==> config.mk <==
export PLATFORM = sky130hd
export DESIGN_NAME = interrupt_controller
export DESIGN_NICKNAME = d
export VERILOG_FILES = /design/src/rtl/interrupt_controller_pkg.sv /design/src/rtl/interrupt_controller_nmi_edge_latch.sv /design/src/rtl/interrupt_controller.sv
export SDC_FILE = /design/constraint.sdc
export NUM_CORES = 1
export LEC_CHECK = 0
export CORE_MARGIN = 2
export CORE_UTILIZATION = 35
export DETAILED_ROUTE_END_ITERATION = 10
export PLACE_DENSITY_LB_ADDON = 0.1
export SYNTH_ARGS = -nofsm -noshare
export SYNTH_HDL_FRONTEND = slang
export SYNTH_SLANG_ARGS = --single-unit
==> constraint.sdc <==
create_clock -name clk -period 3.4 [get_ports clk]
set_input_delay 0.51 -clock clk [delete_from_list [all_inputs] [get_ports clk]]
set_output_delay 0.51 -clock clk [all_outputs]
set_load 0.005 [all_outputs]
==> src/rtl/interrupt_controller_pkg.sv <==
// Shared definitions for the Z80 interrupt controller: sequencer states,
// interrupt modes and default restart vectors.
package interrupt_controller_pkg;

    typedef enum logic [1:0] {
        IDLE    = 2'd0,
        INT_ACK = 2'd1,
        INT_VEC = 2'd2
    } int_state_t;

    typedef enum logic [1:0] {
        IM0 = 2'd0,
        IM1 = 2'd1,
        IM2 = 2'd2
    } im_t;

    localparam logic [15:0] DEFAULT_NMI_VECTOR = 16'h0066;
    localparam logic [15:0] DEFAULT_IM1_VECTOR = 16'h0038;

endpackage

==> src/rtl/interrupt_controller_nmi_edge_latch.sv <==
// NMI rising-edge detector and pending latch; a new edge in the clearing
// cycle keeps the latch set so no NMI is lost.
module nmi_edge_latch (
    input  logic clk,
    input  logic reset,
    input  logic nmi,
    input  logic clear,
    output logic pending
);

    logic nmi_q;
    logic rise;

    assign rise = nmi && !nmi_q;

    always_ff @(posedge clk) begin
        if (reset) begin
            nmi_q   <= 1'b0;
            pending <= 1'b0;
        end else begin
            nmi_q <= nmi;
            if (rise)
                pending <= 1'b1;
            else if (clear)
                pending <= 1'b0;
        end
    end

endmodule

==> src/rtl/interrupt_controller.sv <==
// Z80 INT/NMI acceptance at instruction boundaries, INTA handshake and
// restart vector generation for IM 0/1/2.
module interrupt_controller
    import interrupt_controller_pkg::*;
#(
    parameter logic [15:0] NMI_VECTOR = DEFAULT_NMI_VECTOR,
    parameter logic [15:0] IM1_VECTOR = DEFAULT_IM1_VECTOR
) (
    input  logic        clk,
    input  logic        reset,
    input  logic        nmi,
    input  logic        irq,
    input  logic        iff1,
    input  logic        delayed_enable_interrupts,
    input  logic [7:0]  reg_i,
    input  logic        next_insn_done,
    input  logic        halted,
    input  logic        im_wr,
    input  logic [1:0]  im_in,
    input  logic        inta_done,
    input  logic [7:0]  inta_data,
    output logic        inta_req,
    output logic        accept_nmi,
    output logic        disable_interrupts,
    output logic        vector_valid,
    output logic        vector_indirect,
    output logic [15:0] vector_addr,
    output logic [1:0]  reg_im,
    output logic        nmi_pending,
    output logic [1:0]  state_dbg
);

    // Handshake: inta_req stays high from the accepting edge until the
    // cycle in which the bus sequencer reports inta_done; the byte on
    // inta_data is captured in that cycle.

    int_state_t state, next_state;
    logic [7:0] vec_data;
    logic       boundary;
    logic       take_nmi;
    logic       take_int;
    logic       in_vec;

    assign boundary = next_insn_done || halted;
    assign take_nmi = !reset && (state == IDLE) && boundary && nmi_pending;
    assign take_int = !reset && (state == IDLE) && boundary && !nmi_pending
                      && irq && iff1 && !delayed_enable_interrupts;
    assign in_vec   = !reset && (state == INT_VEC);

    nmi_edge_latch u_nmi_latch (
        .clk     (clk),
        .reset   (reset),
        .nmi     (nmi),
        .clear   (take_nmi),
        .pending (nmi_pending)
    );

    always_ff @(posedge clk) begin
        if (reset) begin
            state    <= IDLE;
            reg_im   <= IM0;
            vec_data <= 8'h00;
        end else begin
            state <= next_state;
            if (im_wr)
                reg_im <= (im_in == 2'd3) ? IM0 : im_in;
            if (state == INT_ACK && inta_done)
                vec_data <= inta_data;
        end
    end

    always_comb begin
        next_state = state;
        case (state)
            IDLE:    if (take_int) next_state = INT_ACK;
            INT_ACK: if (inta_done) next_state = INT_VEC;
            INT_VEC: next_state = IDLE;
            default: next_state = IDLE;
        endcase
    end

    always_comb begin
        vector_addr     = 16'h0000;
        vector_indirect = 1'b0;
        if (take_nmi) begin
            vector_addr = NMI_VECTOR;
        end else if (in_vec) begin
            case (reg_im)
                IM1: vector_addr = IM1_VECTOR;
                IM2: begin
                    vector_addr     = {reg_i, vec_data & 8'hFE};
                    vector_indirect = 1'b1;
                end
                // IM 0 only honours RST opcodes on the data bus
                default: vector_addr = {8'h00, vec_data & 8'h38};
            endcase
        end
    end

    assign inta_req           = (state == INT_ACK);
    assign accept_nmi         = take_nmi;
    assign disable_interrupts = take_int;
    assign vector_valid       = take_nmi || in_vec;
    assign state_dbg          = state;

endmodule

==> results of run 1 <==
kinds of logic after synthesis:
group	Yosys count	synth area share (%)
adder cells (fa/ha/maj)	2	3.53
AO/OA/AOI/OAI	19	16.4
AND/OR/NAND/NOR	48	37.0
buffers and inverters	9	5.82
flip-flops	13	36.7
other	1	0.529
cell type report:
type | count | area [um^2]
clock buffers | 4 | 26.3
fillers | 180 | 684
inverters | 3 | 11.3
multi-input cells | 70 | 408
flip-flops and latches | 13 | 260
well taps | 27 | 33.8
repair buffers | 52 | 518
state kept, by name, summed over array words and instances, names as in the netlist:
name / flops
state_dbg: 2
u_nmi_latch.pending: 1
reg_im: 2
u_nmi_latch.nmi_q: 1
vec_data: 7
through the flow:
step           instances  hold WS, ps  setup slack (ps)
2_1_floorplan         92          432              1660
3_3_place_gp         165          441               559
3_5_place_dp         165          446               541
4_1_cts              169          457               541
5_1_grt              169          474               510
6_report             169          457               567
final timing paths:
kind | start | endpoint | slack [ps] | depth (start not counted)
worst max-delay path | halted | vector_addr[6] | 570 | 5
worst min-delay path | vec_data[6]$_SDFFE_PP0P_ | vec_data[6]$_SDFFE_PP0P_ | 460 | 2
worst max register to register | state_dbg[0]$_SDFFE_PP0P_ | vec_data[4]$_SDFFE_PP0P_ | 2270 | 3
worst min register to register | vec_data[6]$_SDFFE_PP0P_ | vec_data[6]$_SDFFE_PP0P_ | 460 | 2
worst min-delay path: cells and delay by family, from the launching register on:
family / cells / cell delay, ps
flip-flops: 1 / 310
AO/OA/AOI/OAI: 1 / 50
AND/OR/NAND/NOR: 1 / 50
cell usage in the layout, fill, tap and decap left out, types with 3 or more instances in the layout:
master            n
clkbuf_4          3
nand2_1          16
dfxtp_1          13
nor2_1            3
and2_1           10
o21ai_0           4
nand2b_1          3
inv_1             3
nand3_1           7
a21oi_1          11
clkdlybuf4s50_1  51
per-layer routing:
layer | global-route usage [%] | vias to the layer above | share of wire (%)
li1 | - | 406 | -
met1 | 19.6 | 351 | 43
met2 | 30.6 | 31 | 49
met3 | 5.21 | 4 | 7.1
met4 | 4.29 | 0 | 0.81
met5 | 0 | - | 0
power groups by stage:
stage,clock network [mW],logic [mW],registers [mW]
after global routing,0.108,0.0693,0.159
after CTS,0.0983,0.0640,0.159
after detailed placement,0,0.0638,0.162
after floorplan,0,0.0188,0.162
final,0.0939,0.0633,0.159
after global placement,0,0.0627,0.162
==> metrics.txt, run 1 <==
outcome=completed; Net Sw Frac=22.5%; crit path max fanout=6; Pint=0.245 mW; Final min period=2830 ps; later-pin clock latency in the skew report=270 ps; Setup CP Type=in2out; grt ovf=0; Final Util=64.8%; CTS clk-pin slew, worst paths=80 ps; cts bufs inserted=3; share of cells above drive strength 1=4.93%; final wirelength=1.85 mm; predominant post-synthesis flop cell=dfxtp_1; Power, Total=0.316 mW; post-CTS sizing=0; hold_buf cts=0; Yosys top cell area share=36.7%; Tcrit/Tclk final=83.3%; top post-synthesis cells by area=dfxtp_1 (37%), and2_1 (8.8%), nand2_1 (8.5%), a21oi_1 (7.8%), nand3_1 (4.9%); post-CTS setup buffers=0; data required time of the critical path=2890 ps; CP Launch Type=input port; netlist area before placement=709 um^2; first-pass GRT wire length=3.28 mm; Pins Over Slew Limit=0; Starting Density=36.5%; number of flops mapped to enable cells by yosys=0; synth warn=0; Synth Register Bits=13; # setup viols final=0; IO Pins=54; VDD IR max=0.286 mV; placed inst area=0.00123 mm^2; Total Routing Usage GR=17.1%; Post-synth ARST share=0%; Final nets=173; ANT nets after route=0; Finished Cell Area=0.00126 mm^2; TritonCTS clock tree=done; WP buf/inv=2; Clock Tree Root=clkbuf_4; row cnt=16; Synth Net Count=122; Most common cell on crit path=clkdlybuf4s50_1; area leader, netlist=dfxtp_1; DRT iter0 DRCs=5; synth cell count leaders=nand2_1 (16), dfxtp_1 (13), a21oi_1 (11); Via Count=792; Syn Area/Cell=7.71 um^2; Die Ht=49.0 um; routed wire length per instance=11.0 um; register share of total power=50.2%; Leak=0.475 nW; Clk network pwr share=29.7%; n_diodes=0; DP HPWL=1.42 mm; die area=0.00240 mm^2; Psw=0.0711 mW; RSZ-0062 raised after global routing=no; Core Box Area=0.00194 mm^2; CP cell instances=clkdlybuf4s50_1, o21bai_4, or4b_1, nand2_1, clkdlybuf4s50_1; critical path's slowest cell=or4b_1; IO Port Bufs=51; sequential share of the synthesized area=36.7%; TritonRoute pass-1 iters=2; CTS H-tree lvls=1; crit path DAT=2320 ps; Via-to-Cell Ratio=4.69; Final TNS setup=0 ps; # DRC=0; Post-Synthesis Cells=92; fmax=353 MHz; initial antenna violation count=0; CTS Buffer Depth=2; Clock Sinks=13; clk_skew=2.17 ps; most common cell in the netlist=nand2_1; largest net degree at the start of global routing=17; Worst setup EP type=output pin; library cells used by synthesis=25; Logic pwr share=20.0%; area growth from synthesis to layout=77.2%; Hold Crit Class=reg2reg; width of the die=49.0 um; max cap viols=0; vias in the first global route=743; slowest stage delay, CP=600 ps; final hold violations=0; critical path's top delay family=buffers and inverters; routability congestion estimate=0.747; Pwr Density=251 mW/mm^2
No activity file was read; power rests on OpenSTA's default activity.
==> run 2, diff against run 1 <==
--- a/config.mk
+++ b/config.mk
@@ -6,7 +6,7 @@
 export NUM_CORES = 1
 export LEC_CHECK = 0
 export CORE_MARGIN = 2
-export CORE_UTILIZATION = 35
+export CORE_UTILIZATION = 29
 export DETAILED_ROUTE_END_ITERATION = 10
 export PLACE_DENSITY_LB_ADDON = 0.1
 export SYNTH_ARGS = -nofsm -noshare
==> constraint.sdc (replaced) <==
create_clock -name clk -period 2.5 [get_ports clk]
set_input_delay 0.375 -clock clk [delete_from_list [all_inputs] [get_ports clk]]
set_output_delay 0.375 -clock clk [all_outputs]
set_load 0.005 [all_outputs]
==> run 2 against run 1 <==
  * Clock-buffer cell count did not move
  * Hold slack got worse by 0.78 ps
  * Power grew 37%
  * Critical path depth unchanged
  * Sequential share of layout area shrank 0.52 points
  * Combinational power is 42% higher
  * Worst setup slack got worse by 510 ps
  * Critical path type unchanged
==> metrics.txt, run 2 (same netlist as run 1, synthesis figures left out) <==
Total Routing Usage GR=15.9%; routability congestion estimate=0.689; width of the die=53.5 um; Via Count=809; CP cell instances=clkdlybuf4s50_1, o21bai_4, or4b_4, nand2_1, clkdlybuf4s50_1; Die Ht=53.5 um; vias in the first global route=758; Final min period=2440 ps; hold_ws=456 ps; initial antenna violation count=0; CTS H-tree lvls=1; final hold violations=0; data required time of the critical path=2120 ps; Worst setup EP type=output pin; Power, Total=0.432 mW; most frequent cells in the layout=clkdlybuf4s50_1 (48), nand2_1 (14), dfxtp_1 (13), a21oi_1 (11), and2_1 (10); TritonRoute pass-1 iters=5; WP buf/inv=2; routed wire length per instance=12.1 um; slowest stage delay, CP=550 ps; critical path's slowest cell=or4b_4; Most common cell on crit path=clkdlybuf4s50_1; Via-to-Cell Ratio=4.70; first-pass GRT wire length=3.22 mm; RSZ-0062 raised after global routing=yes; CP Launch Type=input port; DRT iter0 DRCs=15; row cnt=17; crit path DAT=2070 ps; Core Box Area=0.00225 mm^2; DP HPWL=1.63 mm; # setup viols final=0; Pwr Density=335 mW/mm^2; hold_buf cts=0; Starting Density=31.5%; IO Pins=54; later-pin clock latency in the skew report=270 ps; # DRC=0; commonest non-fill, non-tap cell in the layout=clkdlybuf4s50_1; Hold Crit Class=reg2reg; area of the multi-input gates=417 um^2; setup ws final=57.4 ps; n_diodes=0; Pins Over Slew Limit=0; share of cells above drive strength 1=8.33%; Final nets=175; crit path max fanout=6; Clock Sinks=13; CTS clk-pin slew, worst paths=80 ps; Inst Count DP=168; clk_skew=5.19 ps; max FFs per register=7; Tcrit/Tclk final=97.7%; Setup CP Type=in2out; cts bufs inserted=3; post-CTS sizing=1; max cap viols=0; register area=260 um^2; IO Port Bufs=51; Place WS=-100 ps; ANT nets after route=0; fillcell total=216; final non-filler cell total=172; largest net degree at the start of global routing=15; final wirelength=2.08 mm; outcome=completed; Clock Tree Root=clkbuf_4; grt ovf=0; VDD IR max=0.284 mV; Top reg by flops=vec_data; die area=0.00286 mm^2; area growth from synthesis to layout=81.8%; TritonCTS clock tree=done; critical path's top delay family=buffers and inverters; Leak=0.531 nW; CTS Buffer Depth=2; fmax=409 MHz; post-CTS setup buffers=0
[run 2: cell count changes in the layout (fill, tap and decap cells not counted), sizes merged]
cell,previous run,this run
dlymetal6s2s,0,3
buf,1,3
clkdlybuf4s50,51,48
[run 2: metal layers]
| metal | vias up | share of wire, % | track usage, % |
|---|---|---|---|
| met5 | - | 0 | 0 |
| met4 | 0 | 0.77 | 8.55 |
| met3 | 2 | 8.1 | 3.11 |
| met2 | 35 | 47 | 26.5 |
| met1 | 357 | 44 | 18.7 |
| li1 | 415 | - | - |
[run 2: through the flow]
| stage | TNS [ps] | area [um^2] | utilization (%) |
|---|---|---|---|
| 3_5_place_dp | -549 | 1250 | 55.3 |
| 3_3_place_gp | -472 | 1250 | 55.3 |
| 5_1_grt | -1.22 | 1290 | 57.2 |
| 6_report | 0 | 1290 | 57.2 |
| 2_1_floorplan | 0 | 709 | - |
| 4_1_cts | 0 | 1280 | 56.7 |
[run 2: worst paths after layout]
check | start | end | slack, ps | cells after the start
setup / recovery | next_insn_done | vector_addr[2] | 60 | 5
hold / removal | vec_data[7]$_SDFFE_PP0P_ | vec_data[7]$_SDFFE_PP0P_ | 460 | 2
setup reg to reg | state_dbg[1]$_SDFFE_PP0P_ | state_dbg[0]$_SDFFE_PP0P_ | 1320 | 4
hold reg to reg | vec_data[7]$_SDFFE_PP0P_ | vec_data[7]$_SDFFE_PP0P_ | 460 | 2
[run 2: area by class of cell]
class	count	area share (%)
well taps	28	2.72
multi-input cells	70	32.3
flip-flops and latches	13	20.2
repair buffers	54	41.9
inverters	3	0.873
clock buffers	4	2.04
[run 2: worst register-to-register path, stage by stage, from the launching register on]
cell,delay (ps)
dfxtp_1,370
o21bai_4,190
buf_4,130
nor4_1,320
a21o_1,120
[run 2: report_power, final]
group / switching [mW] / leakage, nW / internal, mW
sequential: 0.00395 / 0.106 / 0.212
combinational: 0.0287 / 0.411 / 0.0612
clock: 0.0645 / 0.0150 / 0.0617
total: 0.0971 / 0.531 / 0.335
